`src/rtl/bcd_counter.sv`:
```
// Two-digit packed-BCD up-counter (00..99, wraps) with a single-digit parallel load.
// Reset is asynchronous active-low; Load takes priority over counting.
module bcd_counter (
  input  logic       clk,
  input  logic       rst_n,
  input  logic       Load,
  input  logic [3:0] Din,
  output logic [7:0] Q_out
);

  logic [3:0] r_tens;
  logic [3:0] r_units;

  logic       w_units_max;
  logic       w_tens_max;
  logic [3:0] w_load_units;

  // A load value above 9 saturates so the units nibble is always valid BCD.
  always_comb begin
    w_units_max  = (r_units == 4'd9);
    w_tens_max   = (r_tens == 4'd9);
    w_load_units = (Din > 4'd9) ? 4'd9 : Din;
  end

  always_ff @(posedge clk or negedge rst_n) begin
    if (!rst_n) begin
      r_tens  <= 4'd0;
      r_units <= 4'd0;
    end else if (Load) begin
      r_tens  <= 4'd0;
      r_units <= w_load_units;
    end else if (w_units_max) begin
      r_units <= 4'd0;
      r_tens  <= w_tens_max ? 4'd0 : r_tens + 4'd1;
    end else begin
      r_units <= r_units + 4'd1;
    end
  end

  assign Q_out = {r_tens, r_units};

endmodule

```
`config.mk`:
```
export PLATFORM = sky130hd
export DESIGN_NAME = bcd_counter
export DESIGN_NICKNAME = d
export VERILOG_FILES = /design/src/rtl/bcd_counter.sv
export SDC_FILE = /design/constraint.sdc
export NUM_CORES = 1
export LEC_CHECK = 0
export ABC_AREA = 1
export CAP_MARGIN = 20
export CORE_AREA = 2 2 39 41
export DETAILED_ROUTE_END_ITERATION = 16
export DIE_AREA = 0 0 41 43
export PLACE_DENSITY = 0.61
export SLEW_MARGIN = 10
export SYNTH_ARGS = -nofsm -noshare
export SYNTH_HDL_FRONTEND = slang
export SYNTH_SLANG_ARGS = --single-unit
```
`constraint.sdc`:
```
create_clock -name clk -period 1.6 [get_ports clk]
set_clock_uncertainty 0.15 [all_clocks]
set_input_delay 0.16 -clock clk [delete_from_list [all_inputs] [get_ports clk]]
set_output_delay 0.16 -clock clk [all_outputs]
set_load 0.01 [all_outputs]
```
==> impl_metrics.prom <==
# TYPE chip_impl_metric gauge
chip_impl_metric{name="worst_ep_arrival",unit="ps"} 1230
chip_impl_metric{name="post_synth_mux_area_share",unit=""} 0
chip_impl_metric{name="tns",unit="ps"} 0
chip_impl_metric{name="crit_cells",unit=""} 1
chip_impl_info{name="timing.critical_path.cells",value="clkdlybuf4s50_1"} 1
chip_impl_metric{name="synth-edff-count",unit=""} 0
chip_impl_metric{name="power-per-cell-area",unit="mW/mm2"} 785
chip_impl_metric{name="cts_max_level",unit=""} 1
chip_impl_info{name="critical_path_class",value="reg -> out"} 1
chip_impl_metric{name="gr-total-overflow",unit=""} 0
chip_impl_metric{name="yosys.area.top_type_share",unit=""} 0.419
chip_impl_metric{name="timing.critical_path.buf_inv",unit=""} 1
chip_impl_metric{name="final_antenna_net_count",unit=""} 0
chip_impl_metric{name="placed_cell_area",unit="um2"} 638
chip_impl_metric{name="dieWidth",unit="um"} 41
chip_impl_metric{name="final_layout_size_suffix_gt1_frac",unit=""} 0.175
chip_impl_metric{name="firstDrtPassIters",unit=""} 4
chip_impl_metric{name="post_drt_via_cell_ratio",unit=""} 4.63
chip_impl_metric{name="worst_ir_drop_vdd",unit="uV"} 466
chip_impl_metric{name="pin_count_of_the_biggest_net_entering_global_routing",unit=""} 9
chip_impl_info{name="yosysMostFrequentCell",value="nand2_1"} 1
chip_impl_metric{name="fp.coreArea",unit="mm2"} 0.00138
chip_impl_metric{name="clock_latency",unit="ps"} 250
chip_impl_metric{name="slew_headroom",unit=""} 0.752
chip_impl_metric{name="yosys.area_share.simple",unit=""} 0.385
chip_impl_metric{name="max_cap_viol_count",unit=""} 0
chip_impl_metric{name="finalCriticalPeriod",unit="ps"} 1540
chip_impl_metric{name="fmaxAchievable",unit="MHz"} 650
chip_impl_metric{name="timing.final.max_slew_violations",unit=""} 0
chip_impl_info{name="synth_flop_cell",value="dfrtp_1"} 1
chip_impl_metric{name="hold_viol",unit=""} 0
chip_impl_metric{name="final_nets",unit=""} 91
chip_impl_metric{name="cp_slowest_stage_delay",unit="ps"} 550
chip_impl_metric{name="dr.first_iter.drc_count",unit=""} 4
chip_impl_metric{name="fillers",unit=""} 144
chip_impl_info{name="dominant_combinational_cell_family_by_area_after_synthesis",value="simple AND/OR/NAND/NOR gates"} 1
chip_impl_metric{name="synth.cell_area",unit="um2"} 478
chip_impl_metric{name="syn-num-nets",unit=""} 72
chip_impl_metric{name="post-place-ws",unit="ps"} 175
chip_impl_metric{name="post-route-util",unit=""} 0.482
chip_impl_metric{name="clk_pin_slew_worst_paths",unit="ps"} 60
chip_impl_metric{name="initial_core_util",unit=""} 0.345
chip_impl_metric{name="buffer_ports.inserted",unit=""} 14
chip_impl_metric{name="average_footprint_of_a_synthesized_cell",unit="um2"} 7.59
chip_impl_info{name="worstReg2RegStart",value="r_tens[0]"} 1
chip_impl_metric{name="timing.final.setup_violations",unit=""} 0
chip_impl_info{name="startpoint",value="r_tens[0]"} 1
chip_impl_metric{name="insertedDiodeCount",unit=""} 0
chip_impl_info{name="grt_setup_unrepaired",value="no"} 1
chip_impl_metric{name="detailroute.via_count",unit=""} 444
chip_impl_metric{name="ys_warn_count",unit=""} 0
chip_impl_metric{name="yosysSeqAreaShare",unit=""} 0.419
chip_impl_info{name="worstSetupEndpoint",value="Q_out[4]"} 1
chip_impl_metric{name="layout-area-overhead-vs-synth",unit="%"} 39.5
chip_impl_metric{name="floorplan.rows",unit=""} 14
chip_impl_metric{name="postSynth.asyncResetShare",unit=""} 1.00
chip_impl_info{name="cts-root-buf",value="clkbuf_4"} 1
chip_impl_metric{name="ys_types",unit=""} 16
chip_impl_metric{name="grt_pass1_vias",unit=""} 377
chip_impl_metric{name="drc",unit=""} 0
chip_impl_metric{name="worst_pin_slew",unit="ps"} 371
chip_impl_metric{name="worstPathMaxFanout",unit=""} 7
chip_impl_info{name="cpLargestDelayFamily",value="buffers and inverters"} 1
chip_impl_metric{name="final_design_instance_area_without_fill",unit="um2"} 667
chip_impl_metric{name="p_leak",unit="uW"} 0.000325
chip_impl_metric{name="mean_routed_wirelength_per_cell",unit="um"} 9.92
chip_impl_info{name="cp_slowest_cell",value="clkdlybuf4s50_1"} 1
chip_impl_metric{name="multi_input_comb_area",unit="um2"} 236
chip_impl_metric{name="layout.area.seq",unit="um2"} 206
chip_impl_metric{name="worst-r2r-cell-count",unit=""} 6
chip_impl_metric{name="cts_sinks",unit=""} 8
chip_impl_metric{name="grt_use_total",unit=""} 0.139
chip_impl_info{name="worst_setup_path_start_kind",value="register"} 1
chip_impl_metric{name="post_synth_fa_ha_maj_area_fraction",unit=""} 0.0524
chip_impl_metric{name="grt_pass1_wl",unit="um"} 1610
chip_impl_metric{name="dpl_hpwl",unit="um"} 748
chip_impl_metric{name="postRouteWirelength",unit="um"} 952
chip_impl_metric{name="ioPinCount",unit=""} 15
chip_impl_metric{name="worst_slack",unit="ps"} 62.4
chip_impl_metric{name="synth_xor_area_frac",unit=""} 0.0183
chip_impl_info{name="timing.hold.worst.class",value="in -> async"} 1
chip_impl_info{name="critical_path.endpoint_type",value="output port"} 1
chip_impl_info{name="crit-reg2reg-capture",value="r_tens[1]"} 1
chip_impl_metric{name="postSynthCellCount",unit=""} 63
chip_impl_info{name="synthTopCellsByArea",value="dfrtp_1 (42%), nand2_1 (18%), inv_1 (7.9%), nand3_1 (6.3%), ha_1 (5.2%)"} 1
chip_impl_metric{name="area_enclosed_by_the_die_boundary",unit="mm2"} 0.00176
chip_impl_metric{name="final_wtd_congestion",unit=""} 0.779
chip_impl_metric{name="grt_antenna_before_repair",unit=""} 0
chip_impl_metric{name="cts_setup_buffers",unit=""} 0
chip_impl_metric{name="ctsHoldBuffers",unit=""} 0
chip_impl_info{name="tritoncts_clock_tree",value="done"} 1
chip_impl_metric{name="synth_compound_gate_area_share",unit=""} 0.0393
chip_impl_metric{name="cp_data_required_time",unit="ps"} 1290
chip_impl_metric{name="rrSetupSlack",unit="ps"} 300
chip_impl_metric{name="tritoncts.num_buffers",unit=""} 3
chip_impl_metric{name="final.period_utilization",unit=""} 0.961
chip_impl_info{name="yosys.area.top_type",value="dfrtp_1"} 1
chip_impl_metric{name="clk_path_buf_depth",unit=""} 2
chip_impl_metric{name="dieHeight",unit="um"} 43
chip_impl_info{name="netlist_top_cells_count",value="nand2_1 (23), inv_1 (10), dfrtp_1 (8), nand3_1 (6), nand4_1 (3)"} 1
chip_impl_info{name="run_status",value="finished, final reports clean"} 1
chip_impl_metric{name="postSynthRegisterBits",unit=""} 8
cells by family after synthesis:
group	after synthesis
AOI/OAI and AO/OA	3
xor gates and xnor gates	1
buffers and inverters	11
DFF	8
and+or+nand+nor	38
adders and majority gates	2
routing by layer:
metal | share of wire | GRT usage | up-vias
li1 | - | - | 234
met3 | 0.042 | 0.0628 | 2
met2 | 0.44 | 0.184 | 12
met4 | 0.026 | 0.0600 | 0
met5 | 0 | 0 | -
met1 | 0.49 | 0.188 | 196
power breakdown:
part	internal (uW)	switching, uW
combinational	63.6	60.2
clock	85.9	69.9
sequential	221	23.6
total	370	154
layout by cell type (no fill, tap or decap), types with 2 or more instances in the layout:
master           instances
clkbuf_4                 3
clkdlybuf4s50_1         14
dfrtp_1                  3
dfrtp_2                  5
ha_1                     2
inv_1                   10
nand2_1                 23
nand3_1                  6
nand4_1                  3
nor2_4                   2
state kept, by name, summed over array words and instances, names as in the netlist:
| name | flops |
|---|---|
| r_tens | 4 |
| r_units | 4 |
repair_timing:
item,in CTS,in global routing
hold endpoints to repair,0,0
resized for setup,1,4
endpoints found under the setup margin,1,4
per-stage QoR:
step | hold slack, ps | total power, uW | std cells
finish | 36.7 | 524 | 96
global route | 59.0 | 553 | 96
global placement | 326 | 371 | 93
CTS | 55.8 | 526 | 96
floorplan | -286 | 306 | 63
detailed placement | 325 | 371 | 93
worst min-delay path by stage:
stage | start | endpoint | slack [ps] | cells past startpoint
after floorplan | rst_n | r_tens[0] | -290 | 0
after global placement | rst_n | r_units[2] | 330 | 1
after detailed placement | rst_n | r_units[0] | 330 | 1
after CTS | rst_n | r_units[2] | 60 | 1
after global routing | rst_n | r_units[2] | 60 | 1
final | rst_n | r_units[2] | 40 | 1
final cells by class:
type	instances	share of cell area
multi-input cells	44	0.355
inverters	11	0.0619
clock buffers	3	0.0338
flip-flops and latches	8	0.310
well taps	16	0.0300
repair buffers	14	0.210
Note: power is estimated with default switching activity, not from simulation.
